==> src/rtl/reg_status_file_if.sv <==
// reg_status_file_if: ROB-side rename/commit/operand-lookup bundle for reg_status_file
interface reg_status_file_if #(
  parameter int XLEN     = 32,
  parameter int ROB_ID_W = 4
);
  logic                rdy;
  logic                clear_all;
  logic                rd_in_fg;
  logic [4:0]          rd_idxin_update;
  logic [ROB_ID_W-1:0] reorder_rear;
  logic                rd_out_fg;
  logic [4:0]          rd_idxout_update;
  logic [XLEN-1:0]     rd_val_update;
  logic [ROB_ID_W-1:0] reorder_front;
  logic [4:0]          rs1_addr;
  logic [4:0]          rs2_addr;
  logic                rs1_ready;
  logic [XLEN-1:0]     rs1_val;
  logic                rs2_ready;
  logic [XLEN-1:0]     rs2_val;
  modport master (
    output rdy, clear_all, rd_in_fg, rd_idxin_update, reorder_rear,
           rd_out_fg, rd_idxout_update, rd_val_update, reorder_front, rs1_addr, rs2_addr,
    input  rs1_ready, rs1_val, rs2_ready, rs2_val
  );
  modport slave (
    input  rdy, clear_all, rd_in_fg, rd_idxin_update, reorder_rear,
           rd_out_fg, rd_idxout_update, rd_val_update, reorder_front, rs1_addr, rs2_addr,
    output rs1_ready, rs1_val, rs2_ready, rs2_val
  );
endinterface

==> src/rtl/reg_status_file.sv <==
// reg_status_file: architectural registers with busy/ROB-tag rename status and two combinational lookups.
// Define REGFILE_COMMIT_BYPASS_EN to forward a matching same-cycle commit value into the lookups.
module reg_status_file #(
  parameter int XLEN     = 32,
  parameter int NREG     = 32,
  parameter int ROB_ID_W = 4
) (
  input logic             clk,
  input logic             rst,
  reg_status_file_if.slave bus
);
  logic [NREG-1:0][XLEN-1:0]     value_q, value_d;
  logic [NREG-1:0]               busy_q, busy_d;
  logic [NREG-1:0][ROB_ID_W-1:0] tag_q, tag_d;
  always_comb begin
    value_d = value_q;
    busy_d  = busy_q;
    tag_d   = tag_q;
    if (bus.rdy) begin
      if (bus.rd_out_fg && bus.rd_idxout_update != '0) begin
        value_d[bus.rd_idxout_update] = bus.rd_val_update;
        if (tag_q[bus.rd_idxout_update] == bus.reorder_front) busy_d[bus.rd_idxout_update] = 1'b0;
      end
      // rename is applied after commit so a same-register rename keeps the entry busy with the new tag
      if (bus.clear_all) busy_d = '0;
      else if (bus.rd_in_fg && bus.rd_idxin_update != '0) begin
        busy_d[bus.rd_idxin_update] = 1'b1;
        tag_d[bus.rd_idxin_update]  = bus.reorder_rear;
      end
    end
  end
  always_ff @(posedge clk or posedge rst)
    if (rst) begin
      value_q <= '0;
      busy_q  <= '0;
      tag_q   <= '0;
    end else begin
      value_q <= value_d;
      busy_q  <= busy_d;
      tag_q   <= tag_d;
    end
  for (genvar i = 0; i < 2; i++) begin : g_src
    logic [4:0]      a;
    logic            r;
    logic [XLEN-1:0] v;
    assign a = (i == 0) ? bus.rs1_addr : bus.rs2_addr;
    always_comb begin
      r = (a == '0) || !busy_q[a];
      v = (a == '0) ? '0 : busy_q[a] ? XLEN'(tag_q[a]) : value_q[a];
`ifdef REGFILE_COMMIT_BYPASS_EN
      if (a != '0 && busy_q[a] && bus.rd_out_fg && bus.rd_idxout_update == a && tag_q[a] == bus.reorder_front) begin
        r = 1'b1;
        v = bus.rd_val_update;
      end
`endif
    end
  end
  assign bus.rs1_ready = g_src[0].r;
  assign bus.rs1_val   = g_src[0].v;
  assign bus.rs2_ready = g_src[1].r;
  assign bus.rs2_val   = g_src[1].v;
endmodule

==> src/flat_wrapper.sv <==
// flat-port wrapper written by rule: the top's interface ports become plain ports
module reg_status_file_flat 
#(
  parameter int XLEN     = 32,
  parameter int NREG     = 32,
  parameter int ROB_ID_W = 4
)
  (clk, rst, bus_rdy, bus_clear_all, bus_rd_in_fg, bus_rd_idxin_update, bus_reorder_rear, bus_rd_out_fg, bus_rd_idxout_update, bus_rd_val_update, bus_reorder_front, bus_rs1_addr, bus_rs2_addr, bus_rs1_ready, bus_rs1_val, bus_rs2_ready, bus_rs2_val);
  reg_status_file_if #(.XLEN(XLEN), .ROB_ID_W(ROB_ID_W)) bus_i ();
  input logic clk;
  input logic rst;
  input wire logic [$bits(bus_i.rdy)-1:0] bus_rdy;
  input wire logic [$bits(bus_i.clear_all)-1:0] bus_clear_all;
  input wire logic [$bits(bus_i.rd_in_fg)-1:0] bus_rd_in_fg;
  input wire logic [$bits(bus_i.rd_idxin_update)-1:0] bus_rd_idxin_update;
  input wire logic [$bits(bus_i.reorder_rear)-1:0] bus_reorder_rear;
  input wire logic [$bits(bus_i.rd_out_fg)-1:0] bus_rd_out_fg;
  input wire logic [$bits(bus_i.rd_idxout_update)-1:0] bus_rd_idxout_update;
  input wire logic [$bits(bus_i.rd_val_update)-1:0] bus_rd_val_update;
  input wire logic [$bits(bus_i.reorder_front)-1:0] bus_reorder_front;
  input wire logic [$bits(bus_i.rs1_addr)-1:0] bus_rs1_addr;
  input wire logic [$bits(bus_i.rs2_addr)-1:0] bus_rs2_addr;
  output wire logic [$bits(bus_i.rs1_ready)-1:0] bus_rs1_ready;
  output wire logic [$bits(bus_i.rs1_val)-1:0] bus_rs1_val;
  output wire logic [$bits(bus_i.rs2_ready)-1:0] bus_rs2_ready;
  output wire logic [$bits(bus_i.rs2_val)-1:0] bus_rs2_val;
  assign bus_i.rdy = bus_rdy;
  assign bus_i.clear_all = bus_clear_all;
  assign bus_i.rd_in_fg = bus_rd_in_fg;
  assign bus_i.rd_idxin_update = bus_rd_idxin_update;
  assign bus_i.reorder_rear = bus_reorder_rear;
  assign bus_i.rd_out_fg = bus_rd_out_fg;
  assign bus_i.rd_idxout_update = bus_rd_idxout_update;
  assign bus_i.rd_val_update = bus_rd_val_update;
  assign bus_i.reorder_front = bus_reorder_front;
  assign bus_i.rs1_addr = bus_rs1_addr;
  assign bus_i.rs2_addr = bus_rs2_addr;
  assign bus_rs1_ready = bus_i.rs1_ready;
  assign bus_rs1_val = bus_i.rs1_val;
  assign bus_rs2_ready = bus_i.rs2_ready;
  assign bus_rs2_val = bus_i.rs2_val;
  reg_status_file #(.XLEN(XLEN), .NREG(NREG), .ROB_ID_W(ROB_ID_W)) u_core (.clk(clk), .rst(rst), .bus(bus_i));
endmodule
==> config.mk <==
export PLATFORM = sky130hd
export DESIGN_NAME = reg_status_file_flat
export DESIGN_NICKNAME = d
export VERILOG_FILES = /design/src/rtl/reg_status_file_if.sv /design/src/rtl/reg_status_file.sv /design/src/flat_wrapper.sv
export SDC_FILE = /design/constraint.sdc
export NUM_CORES = 2
export LEC_CHECK = 0
export ABC_AREA = 0
export CORE_MARGIN = 5
export CORE_UTILIZATION = 55
export DETAILED_ROUTE_END_ITERATION = 8
export PLACE_DENSITY = 0.72
export RECOVER_POWER = 100
export SYNTH_ARGS = -nofsm -noshare
export SYNTH_HDL_FRONTEND = slang
export SYNTH_SLANG_ARGS = --single-unit
==> constraint.sdc <==
create_clock -name clk -period 78.3 [get_ports clk]
set_input_delay 11.745 -clock clk [delete_from_list [all_inputs] [get_ports clk]]
set_output_delay 11.745 -clock clk [all_outputs]
set_load 0.05 [all_outputs]
## Word level (Yosys, flattened, before mapping)

Index checks and enable logic that the tools add are counted.

- Output and inout port bits: 66
- Word-level logic and storage cells: 123
- Register bits: 1184
- Bits of input ports: 66

- Multiplexer cells: 33
- Equal/unequal tests: 1
- Reduce and logical (&&, ||, !) cells: 14
- Order comparisons: 6
- Bitwise operators: 4

Operators with widths:

| kind | count |
|---|---|
| $bwmux 1024 | 1 |
| $mux 32 | 12 |
| $bmux 32 s5 | 2 |
| $demux 32 s5 | 1 |
| $bwmux 128 | 1 |
| $bmux 4 s5 | 3 |
| $and 32x32->32 | 1 |
| $not 32->32 | 1 |
| $or 32x32->32 | 1 |
| $lt 5x6->1 const B | 4 |
| $demux 4 s5 | 1 |
| $mux 4 | 4 |
| $bmux 1 s5 | 2 |
| $demux 1 s5 | 2 |
| $ge 5x1->1 const B | 2 |
| $logic_not 5->1 | 2 |
| $reduce_bool 5->1 | 2 |
| $eq 4x4->1 | 1 |
| $logic_and 1x1->1 | 4 |
| $mux 1 | 4 |
| $reduce_and 3->1 | 1 |
| $logic_not 1->1 | 2 |
| $logic_or 1x1->1 | 2 |
| $reduce_and 2->1 | 1 |
| $not 1->1 | 1 |

## Longest topological paths before layout

- Depth after elaboration: 12
- Mapped depth: 10
- Depth with buffers taken out: 6

## Least setup slack after synthesis

No wires, ideal clock.

- Path type: input-to-output
- Start: input port bus_rs2_addr[0]
- End: output port bus_rs2_val[0]
- Stages: 8
- Arrival time: 14.958 ns
- Buffers on the path: 4
- Data required time: 66.555 ns
- Path slack: 51.597 ns
- Cell sequence: buf_2 buf_2 clkbuf_1 buf_1 mux4_2 mux4_2 mux2i_1 a211oi_1

- Cells in the longest elaborated chain, start to end: 4
- Elaborated cells on any way between the ends: 9
- Those cells by class: mux (8); reduce/logical (1)

RTL lines:

| item | line | text |
|---|---|---|
| from (decl) | flat_wrapper.sv:22 | `input wire logic [$bits(bus_i.rs2_addr)-1:0] bus_rs2_addr;` |
| $bmux 32 s5, or another cell as far along | reg_status_file.sv:49 | `v = (a == '0) ? '0 : busy_q[a] ? XLEN'(tag_q[a]) : value_q[a];` |
| $mux 32 (not written as such), or another cell as far along | reg_status_file.sv:49 |  |
| $mux 32 | reg_status_file.sv:49 |  |
| $mux 32 (*) | reg_status_file.sv:49 |  |
| to (decl) | flat_wrapper.sv:26 | `output wire logic [$bits(bus_i.rs2_val)-1:0] bus_rs2_val;` |

Mark *: on every way between the ends. The rest lies on a longest branch, timed or not. The select of a mux whose other input is x is not followed.

## Final worst setup path

- Start: input port bus_rs2_addr[0]
- End: output port bus_rs2_val[1]

The elaborated chain is that of the path after synthesis.

==> flow_summary.json <==
{
  "place_ws_ns": 49.75,
  "vias": 38484,
  "slew_violations": 2807,
  "critPathMaxFanout": 105,
  "p_leak_nw": 30.8,
  "synth_ff_type": "dfrtp_1",
  "dieWidth_um": 350,
  "routed_wirelength_um": 180000,
  "r2r-start": "u_core.tag_q[31]",
  "cts_setup_buffers": 0,
  "start_kind": "primary input",
  "n_fill_cell": 8390,
  "critPathMaxStageDelay_ns": 6.79,
  "critical_path_arrival_ns": 29.45,
  "violations": "max-capacitance violations, max-slew violations",
  "tns_ns": 0,
  "avgViaCountPerCell": 7.07,
  "critPathMostFrequentCell": "clkbuf_1",
  "clockBufferDepth": 3,
  "layout.nets": 3900,
  "setup_violations": 0,
  "grt_max_degree": 165,
  "cp_cell_sequence": "clkbuf_1 > clkbuf_1 > clkbuf_1 > mux4_2 > mux4_2 > mux2i_1 > a211oi_1 > dlygate4sd3_1",
  "clock_power_share_pct": 37.1,
  "final_core_util_pct": 61.0,
  "combPwrFrac_pct": 18.0,
  "power_density_nw_per_um2": 23.6,
  "cts_made_buffers": 131,
  "worst_slew_pin_slew_ns": 9.13,
  "initial_core_util_pct": 55.6,
  "power.switching_mw": 0.438,
  "syn_nets": 4017,
  "grt_overflow_total": 0,
  "finalHoldViolCount": 0,
  "drive_gt1_share_pct": 53.6,
  "boundaryPins": 132,
  "crit_required_ns": 66.56,
  "htree_num_levels": 4,
  "track_usage_pct": 30.0,
  "reg2reg_depth": 7,
  "synth_warnings": 0,
  "drt_drc_violations_left": 0,
  "ant_nets": 0,
  "synth_seq_cells": 1184,
  "total_power_mw": 1.65,
  "area_growth_pct": 9.73,
  "async_reset_ff_share_pct": 100,
  "worstSetupPathType": "primary input to output port",
  "rsz0062_at_grt": "no",
  "fmax_mhz": 24.3,
  "clkTransAtPathRegs_ns": 0.05,
  "fin_crit_sh_pct": 52.6,
  "dp_hpwl_um": 96300,
  "avgSynthCellArea_um2": 16.1,
  "dr.pass1.iters": 5,
  "cts_sinks": 1184,
  "peakVddDrop_v": 0.0000244,
  "die_y_um": 350,
  "post_cts_resize_count": 0,
  "grt_pass1_vias": 39864,
  "ys_types": 39,
  "port_buffers": 131,
  "period_minus_slack_ns": 41.20,
  "antenna_found_initial": 7,
  "cts_root_buffer": "clkbuf_16",
  "outcome": "finished, violations left",
  "grt_pass1_wl_um": 271000,
  "clock_latency_ns": 0.74,
  "fin_skew_ns": 0.0110,
  "cts_tree": "yes",
  "sw_frac_of_total_pct": 26.6,
  "crit_path_end": "bus_rs2_val[1]",
  "startpoint": "bus_rs2_addr[0]",
  "timing.slew.headroom_pct": -509,
  "cpMaxStageDelayCell": "clkbuf_1",
  "ys_seq_area_share_pct": 46.5,
  "synth_edf_count": 0,
  "rows": 124,
  "layout_commonest_cell": "dfrtp_1",
  "coreArea_um2": 115000,
  "gp_congestion": 0.847,
  "drt_iter0_drc": 3540,
  "cap_violations": 59,
  "cp_num_buf_inv": 4,
  "post_drt_wl_per_cell_um": 33.1,
  "postSynthCellCount": 3951,
  "timing.rr.end": "u_core.busy_q[7]",
  "r2r_slack_ns": 74.03,
  "most-common-layout-cells": "dfrtp_1 (1184), mux2_2 (1107), mux4_2 (756)",
  "hp-class": "register to register",
  "syn_area_um2": 63700,
  "cp.depth": 8,
  "die_area_um2": 123000,
  "internal_power_mw": 1.21,
  "path_delay_family": "buffers and inverters",
  "setup_slack_ns": 37.10,
  "cp-end-kind": "output port",
  "hold_buffers": 0,
  "pwr-share-seq_pct": 44.9
}
[cells in the mapped netlist (all sizes together), types with 15 or more instances]
cell / instances / area share (%)
a211oi: 16 / 0.19
a21oi: 25 / 0.20
a31oi: 15 / 0.15
buf: 117 / 0.73
clkbuf: 331 / 2.0
dfrtp: 1184 / 47
mux2: 1108 / 20
mux2i: 98 / 1.5
mux4: 756 / 27
nand2: 62 / 0.37
nor2: 95 / 0.56
nor2b: 18 / 0.18
nor3: 18 / 0.14
[state kept, by name, indices dropped and copies added, names as in the netlist]
| name | count |
|---|---|
| u_core.tag_q | 128 |
| u_core.busy_q | 32 |
| u_core.value_q | 1024 |
[area by class of cell]
cell class	instances	area, um^2	share of cell area (%)
well taps	1512	1890	2.71
clock buffers	184	3710	5.31
clock inverters	41	484	0.693
diodes	3	7.51	0.0107
multi-input cells	2311	32500	46.5
flip-flops and latches	1184	29600	42.4
repair buffers	198	1670	2.39
inverters	8	31.3	0.0448
[power groups by stage]
stage | logic [mW] | clock network [mW] | registers (mW)
after floorplan | 0.233 | 0 | 0.733
after global placement | 0.292 | 0 | 0.743
after detailed placement | 0.298 | 0 | 0.749
after CTS | 0.299 | 0.622 | 0.738
after global routing | 0.317 | 0.646 | 0.749
final | 0.296 | 0.612 | 0.740
[layer usage]
layer | GRT usage [%] | part of all wire, %
met5 | 0 | 0.028
met4 | 9.38 | 3.5
met3 | 6.98 | 8.6
met2 | 46.8 | 47
met1 | 42.7 | 41
[cells by family after synthesis]
kind of cell	Yosys count	share of synthesized area, %
mux	1962	47.9
compound gates	105	1.16
flops	1184	46.5
simple gates	243	1.73
buf+inv	456	2.72
xor+xnor	1	0.0138
[stage by stage]
stage,std cells,hold WS (ns),area [um^2]
finish,5441,0.392,69900
detailed placement,5213,0.383,66100
CTS,5438,0.397,70300
floorplan,3951,0.441,63700
global route,5439,0.406,69900
global placement,5213,0.376,66100
[worst min path at each step]
stage | slack, ns | from | cells after the start | to
final | 0.39 | u_core.value_q[21] | 0 | u_core.value_q[21]
after CTS | 0.40 | u_core.value_q[3] | 0 | u_core.value_q[3]
after global routing | 0.41 | u_core.value_q[11] | 0 | u_core.value_q[11]
after global placement | 0.38 | u_core.value_q[8] | 0 | u_core.value_q[8]
after floorplan | 0.44 | u_core.value_q[0] | 1 | u_core.value_q[0]
after detailed placement | 0.38 | u_core.value_q[20] | 0 | u_core.value_q[20]
Power figures use the tool's default switching activity.
